## config.mk

```make
export PLATFORM = sky130hd
export DESIGN_NAME = calc_seq_core
export DESIGN_NICKNAME = d
export VERILOG_FILES = /design/src/rtl/calc_seq_core.sv
export SDC_FILE = /design/constraint.sdc
export NUM_CORES = 1
export LEC_CHECK = 0
export ABC_AREA = 1
export CAP_MARGIN = 10
export CORE_ASPECT_RATIO = 0.9
export CORE_UTILIZATION = 62
export CTS_CLUSTER_DIAMETER = 100
export DETAILED_ROUTE_END_ITERATION = 8
export GPL_TIMING_DRIVEN = 1
export HOLD_SLACK_MARGIN = 0.08
export PLACE_DENSITY = 0.82
export SYNTH_ARGS = -nofsm -noshare
export SYNTH_HDL_FRONTEND = slang
export SYNTH_SLANG_ARGS = --single-unit
```

## constraint.sdc

```tcl
create_clock -name clk -period 2.7 [get_ports clk]
set_input_delay 0.54 -clock clk [delete_from_list [all_inputs] [get_ports clk]]
set_output_delay 0.54 -clock clk [all_outputs]
set_load 0.02 [all_outputs]
```

## src/rtl/calc_seq_core.sv

```systemverilog
// Sequential byte-serial calculator: loads two DATA_W operands over an 8-bit port, runs one ALU op, streams the result.
// Optional multiply (op 10) is enabled by defining CALC_MUL_EN.
module calc_seq_core #(
    parameter int DATA_W = 16
) (
    input  logic       clk,
    input  logic       rst,
    input  logic       start,
    input  logic       abort,
    input  logic [3:0] op_sel,
    input  logic [7:0] in_data,
    input  logic       in_valid,
    output logic       in_ready,
    output logic [7:0] out_data,
    output logic       out_valid,
    input  logic       out_ready,
    output logic [3:0] status,
    output logic [2:0] state
);

    localparam int NB    = DATA_W / 8;
    localparam int IDX_W = (NB > 1) ? $clog2(NB) : 1;
    localparam int SH_W  = $clog2(DATA_W);
    localparam int MSB   = DATA_W - 1;
    localparam logic [IDX_W-1:0] LAST = IDX_W'(NB - 1);

    typedef enum logic [2:0] {
        IDLE   = 3'd0,
        LOAD_A = 3'd1,
        LOAD_B = 3'd2,
        EXEC   = 3'd3,
        SEND   = 3'd4
    } state_t;

    state_t            state_q;
    logic [3:0]        op_q;
    logic [DATA_W-1:0] a_q, b_q, res_q;
    logic [IDX_W-1:0]  idx_q;
    logic [IDX_W-1:0]  idx_next;

    logic [DATA_W-1:0] alu_res;
    logic [DATA_W:0]   sum;
    logic              alu_carry, alu_ovf, alu_err;
    logic [SH_W-1:0]   shamt;
`ifdef CALC_MUL_EN
    logic [2*DATA_W-1:0] prod;
`endif

    assign state    = state_q;
    assign shamt    = b_q[SH_W-1:0];
    assign idx_next = idx_q + 1'b1;

    // NOTE: every variable gets a default at the top of always_comb so no path leaves it unassigned (no latch).
    always_comb begin
        alu_res   = '0;
        sum       = '0;
        alu_carry = 1'b0;
        alu_ovf   = 1'b0;
        alu_err   = 1'b0;
`ifdef CALC_MUL_EN
        prod      = '0;
`endif
        case (op_q)
            4'd0: begin
                sum       = {1'b0, a_q} + {1'b0, b_q};
                alu_res   = sum[DATA_W-1:0];
                alu_carry = sum[DATA_W];
                alu_ovf   = (a_q[MSB] == b_q[MSB]) && (alu_res[MSB] != a_q[MSB]);
            end
            4'd1: begin
                alu_res   = a_q - b_q;
                alu_carry = a_q < b_q;
                alu_ovf   = (a_q[MSB] != b_q[MSB]) && (alu_res[MSB] != a_q[MSB]);
            end
            4'd2: alu_res = a_q & b_q;
            4'd3: alu_res = a_q | b_q;
            4'd4: alu_res = a_q ^ b_q;
            4'd5: alu_res = ~a_q;
            4'd6: alu_res = a_q << shamt;
            4'd7: alu_res = a_q >> shamt;
            4'd8: alu_res = $signed(a_q) >>> shamt;
            4'd9: alu_res = {{(DATA_W-1){1'b0}}, a_q < b_q};
`ifdef CALC_MUL_EN
            4'd10: begin
                prod      = {{DATA_W{1'b0}}, a_q} * {{DATA_W{1'b0}}, b_q};
                alu_res   = prod[DATA_W-1:0];
                alu_carry = |prod[2*DATA_W-1:DATA_W];
            end
`endif
            default: alu_err = 1'b1;
        endcase
    end

    // NOTE: all state is updated with non-blocking assignments so every register samples pre-edge values.
    always_ff @(posedge clk) begin
        if (rst) begin
            state_q   <= IDLE;
            op_q      <= '0;
            a_q       <= '0;
            b_q       <= '0;
            res_q     <= '0;
            idx_q     <= '0;
            status    <= '0;
            in_ready  <= 1'b0;
            out_valid <= 1'b0;
            out_data  <= '0;
        end else if (abort) begin
            // Status is deliberately kept so the last EXEC result remains observable.
            state_q   <= IDLE;
            idx_q     <= '0;
            in_ready  <= 1'b0;
            out_valid <= 1'b0;
            out_data  <= '0;
        end else begin
            case (state_q)
                IDLE: begin
                    if (start) begin
                        op_q     <= op_sel;
                        idx_q    <= '0;
                        state_q  <= LOAD_A;
                        in_ready <= 1'b1;
                    end
                end
                LOAD_A, LOAD_B: begin
                    if (in_valid) begin
                        if (state_q == LOAD_A) a_q[8*idx_q +: 8] <= in_data;
                        else                   b_q[8*idx_q +: 8] <= in_data;
                        if (idx_q == LAST) begin
                            idx_q <= '0;
                            if (state_q == LOAD_A) begin
                                state_q <= LOAD_B;
                            end else begin
                                state_q  <= EXEC;
                                in_ready <= 1'b0;
                            end
                        end else begin
                            idx_q <= idx_next;
                        end
                    end
                end
                EXEC: begin
                    res_q     <= alu_res;
                    status    <= {alu_err, alu_ovf, alu_carry, alu_res == '0};
                    idx_q     <= '0;
                    out_valid <= 1'b1;
                    out_data  <= alu_res[7:0];
                    state_q   <= SEND;
                end
                SEND: begin
                    if (out_ready) begin
                        if (idx_q == LAST) begin
                            idx_q     <= '0;
                            out_valid <= 1'b0;
                            out_data  <= '0;
                            state_q   <= IDLE;
                        end else begin
                            idx_q    <= idx_next;
                            out_data <= res_q[8*idx_next +: 8];
                        end
                    end
                end
                default: begin
                    state_q   <= IDLE;
                    in_ready  <= 1'b0;
                    out_valid <= 1'b0;
                    out_data  <= '0;
                end
            endcase
        end
    end

endmodule
```

==> impl_metrics.tcl <==
set metrics [dict create \
    yosysMostFrequentCell "nand2_1" \
    r2r_start "a_q[10]$_SDFFE_PP0P_" \
    finalSetupViolCount 0 \
    worst_slack_ps 117 \
    outcome "complete, no violations" \
    die_h_um 102 \
    ctsHoldBuffers 0 \
    cp-end-kind "register" \
    wl_per_cell_um 17.9 \
    postCtsSetupRepairBufs 0 \
    path_clk_slew_ps 60 \
    critPathRequiredTime_ps 2980 \
    io_buffers 34 \
    overflow 0 \
    initial_core_util_pct 63.8 \
    hp-start "out_data[2]$_SDFFE_PP0P_" \
    rows 36 \
    nNetsFinal 1330 \
    clkLatencyLatePin_ps 340 \
    drtIter0Drc 1165 \
    synth_seq_cells 62 \
    post-place-cells 1402 \
    grt_pass1_wl_um 38500 \
    ys_types 42 \
    place_ws_ps 119 \
    yosys-top-cells-area "nand2_1 (21%), dfxtp_1 (18%), nand3_1 (11%)" \
    rsz0062_at_grt "no" \
    cts_buffers 9 \
    syn_area_per_cell_um2 5.63 \
    final_area_um2 7840 \
    netlist_area_um2 6920 \
    htreeDepth 3 \
    grt_usage_pct 43.8 \
    p_leak_nw 3.80 \
    avgViaCountPerCell 5.99 \
    synth-edff-count 0 \
    post_dp_cell_area_um2 7450 \
    synth_commonest_cells "nand2_1 (382), nand3_1 (159), inv_1 (144), nor2_1 (124), a21oi_1 (80)" \
    path_class "reg -> reg" \
    setup.worst_path.start_class "register" \
    cts-root-buf "clkbuf_16" \
    syn_nets 1298 \
    postRouteAntennaNets 0 \
    vias 8485 \
    fmax_mhz 387 \
    skew_ps 6.26 \
    die_area_um2 11600 \
    synth_top_area_share_pct 20.7 \
    max_cap_viol_count 0 \
    antenna_found_initial 0 \
    async_flop_share_pct 0 \
    drive_above_1_share_pct 8.38 \
    min_path_type "reg -> reg" \
    yosys_warnings 0 \
    finalHoldViolCount 0 \
    slew_headroom_pct 46.9 \
    startpoint "a_q[10]$_SDFFE_PP0P_" \
    gp_congestion 1.04 \
    coreArea_um2 10900 \
    post-route-util_pct 72.3 \
    antenna_cells 0 \
    seq_area_frac_synth_pct 17.9 \
    chipWidth_um 113 \
    tritoncts "built" \
    max-clock-path-buffers 2 \
    synth_ff_type "dfxtp_1" \
    grt_max_degree 32 \
    power_mw 3.48 \
    dr.pass1.iters 6 \
    cp_max_fo 11 \
    max_slew.worst_pin.slew_ps 793 \
    dp_hpwl_um 19200 \
    post-route-period-util_pct 95.7 \
    drc 0 \
    hold_ws_ps 460 \
    synth_top_area_cell "nand2_1" \
    cts_sinks 62 \
    ir_worst_vdd_uv 444 \
    fin_crit_ps 2580 \
    drv_slew 0 \
    p_per_area_nw_per_um2 444 \
    wirelength_um 25300 \
    io_pins 35 \
    grt_pass1_vias 7428 \
    final_cells 1417 \
    fin_setup_tns_ps 0 \
    critPathArrivalTime_ps 2860 \
    synthCells 1229 \
    syn_to_final_growth_pct 13.3 \
]
## critical path: stages (launching register included)
cell	delay (ps)
dfxtp_1	330
inv_1	80
ha_1	510
nand2_1	190
nor2_1	240
nand2_1	70
o21bai_1	220
nand2_1	100
nand2_1	70
nand3_1	100
nand2_1	80
nor2_1	160
nand3_1	90
nor2_1	110
nand2_1	70
a21oi_2	110
## registers in the layout, indices dropped and copies added (netlist names)
name and cells:
in_ready 1, out_data 8, state 3, out_valid 1, idx_q 1, a_q 16
status 4, res_q 8, b_q 16, op_q 4
## timing repair
item | 4_1_cts | 5_1_grt
setup endpoints to repair | 0 | 9
hold endpoints to repair | 0 | 0
resized for setup | 0 | 23
## layout make-up
| type | instances | area [um2] |
|---|---|---|
| Fill cell | 975 | 3010 |
| Multi-Input combinational cell | 969 | 4920 |
| Tap cell | 152 | 190 |
| Inverter | 154 | 583 |
| Timing Repair Buffer | 65 | 573 |
| Clock inverter | 5 | 83.8 |
| Sequential cell | 62 | 1250 |
| Clock buffer | 10 | 239 |
## per-layer routing
layer	vias to the layer above	GRT usage, %	routed length, um
met1	3690	56.3	10100
met3	130	12.3	3310
met5	-	0	0
met4	0	25.1	1500
li1	4065	-	-
met2	600	66.3	10400
## cell families (layout without fill, tap and decap cells)
logic type | after synthesis | in the layout | share of synthesized area (%)
simple gates | 713 | 713 | 43.7
flops | 62 | 62 | 17.9
buf+inv | 198 | 234 | 11.9
fa+ha+maj | 51 | 51 | 9.44
xor+xnor | 2 | 2 | 0.253
compound gates | 203 | 203 | 16.8
## report_power, final
| group | leakage, nW | switching [mW] | internal [mW] | total [mW] |
|---|---|---|---|---|
| clock network | 0.151 | 0.442 | 0.829 | 1.27 |
| registers | 0.504 | 0.0496 | 0.956 | 1.01 |
| logic | 3.15 | 0.844 | 0.361 | 1.20 |
## final timing paths
path	endpoint	slack (ps)	depth (start not counted)
hold / removal	out_data[2]$_SDFFE_PP0P_	460	2
setup reg to reg	status[0]$_SDFFE_PP0P_	120	15
hold reg to reg	out_data[2]$_SDFFE_PP0P_	460	2
setup / recovery	status[0]$_SDFFE_PP0P_	120	15
## placed cells by master (no fill, tap or decap), types with 9 or more instances in the layout
master,netlist,final
inv_1,144,144
dfxtp_1,62,56
nor2_1,124,120
o211ai_1,9,9
nor2_2,8,12
nand2_1,382,382
o21ai_0,58,58
clkbuf_16,0,9
nand3_1,159,158
a211oi_1,18,18
buf_4,4,31
o22ai_1,9,9
clkdlybuf4s50_1,0,34
a21oi_1,80,80
ha_1,49,42
nand4_1,11,11
Note: power is estimated with default switching activity, not from simulation.
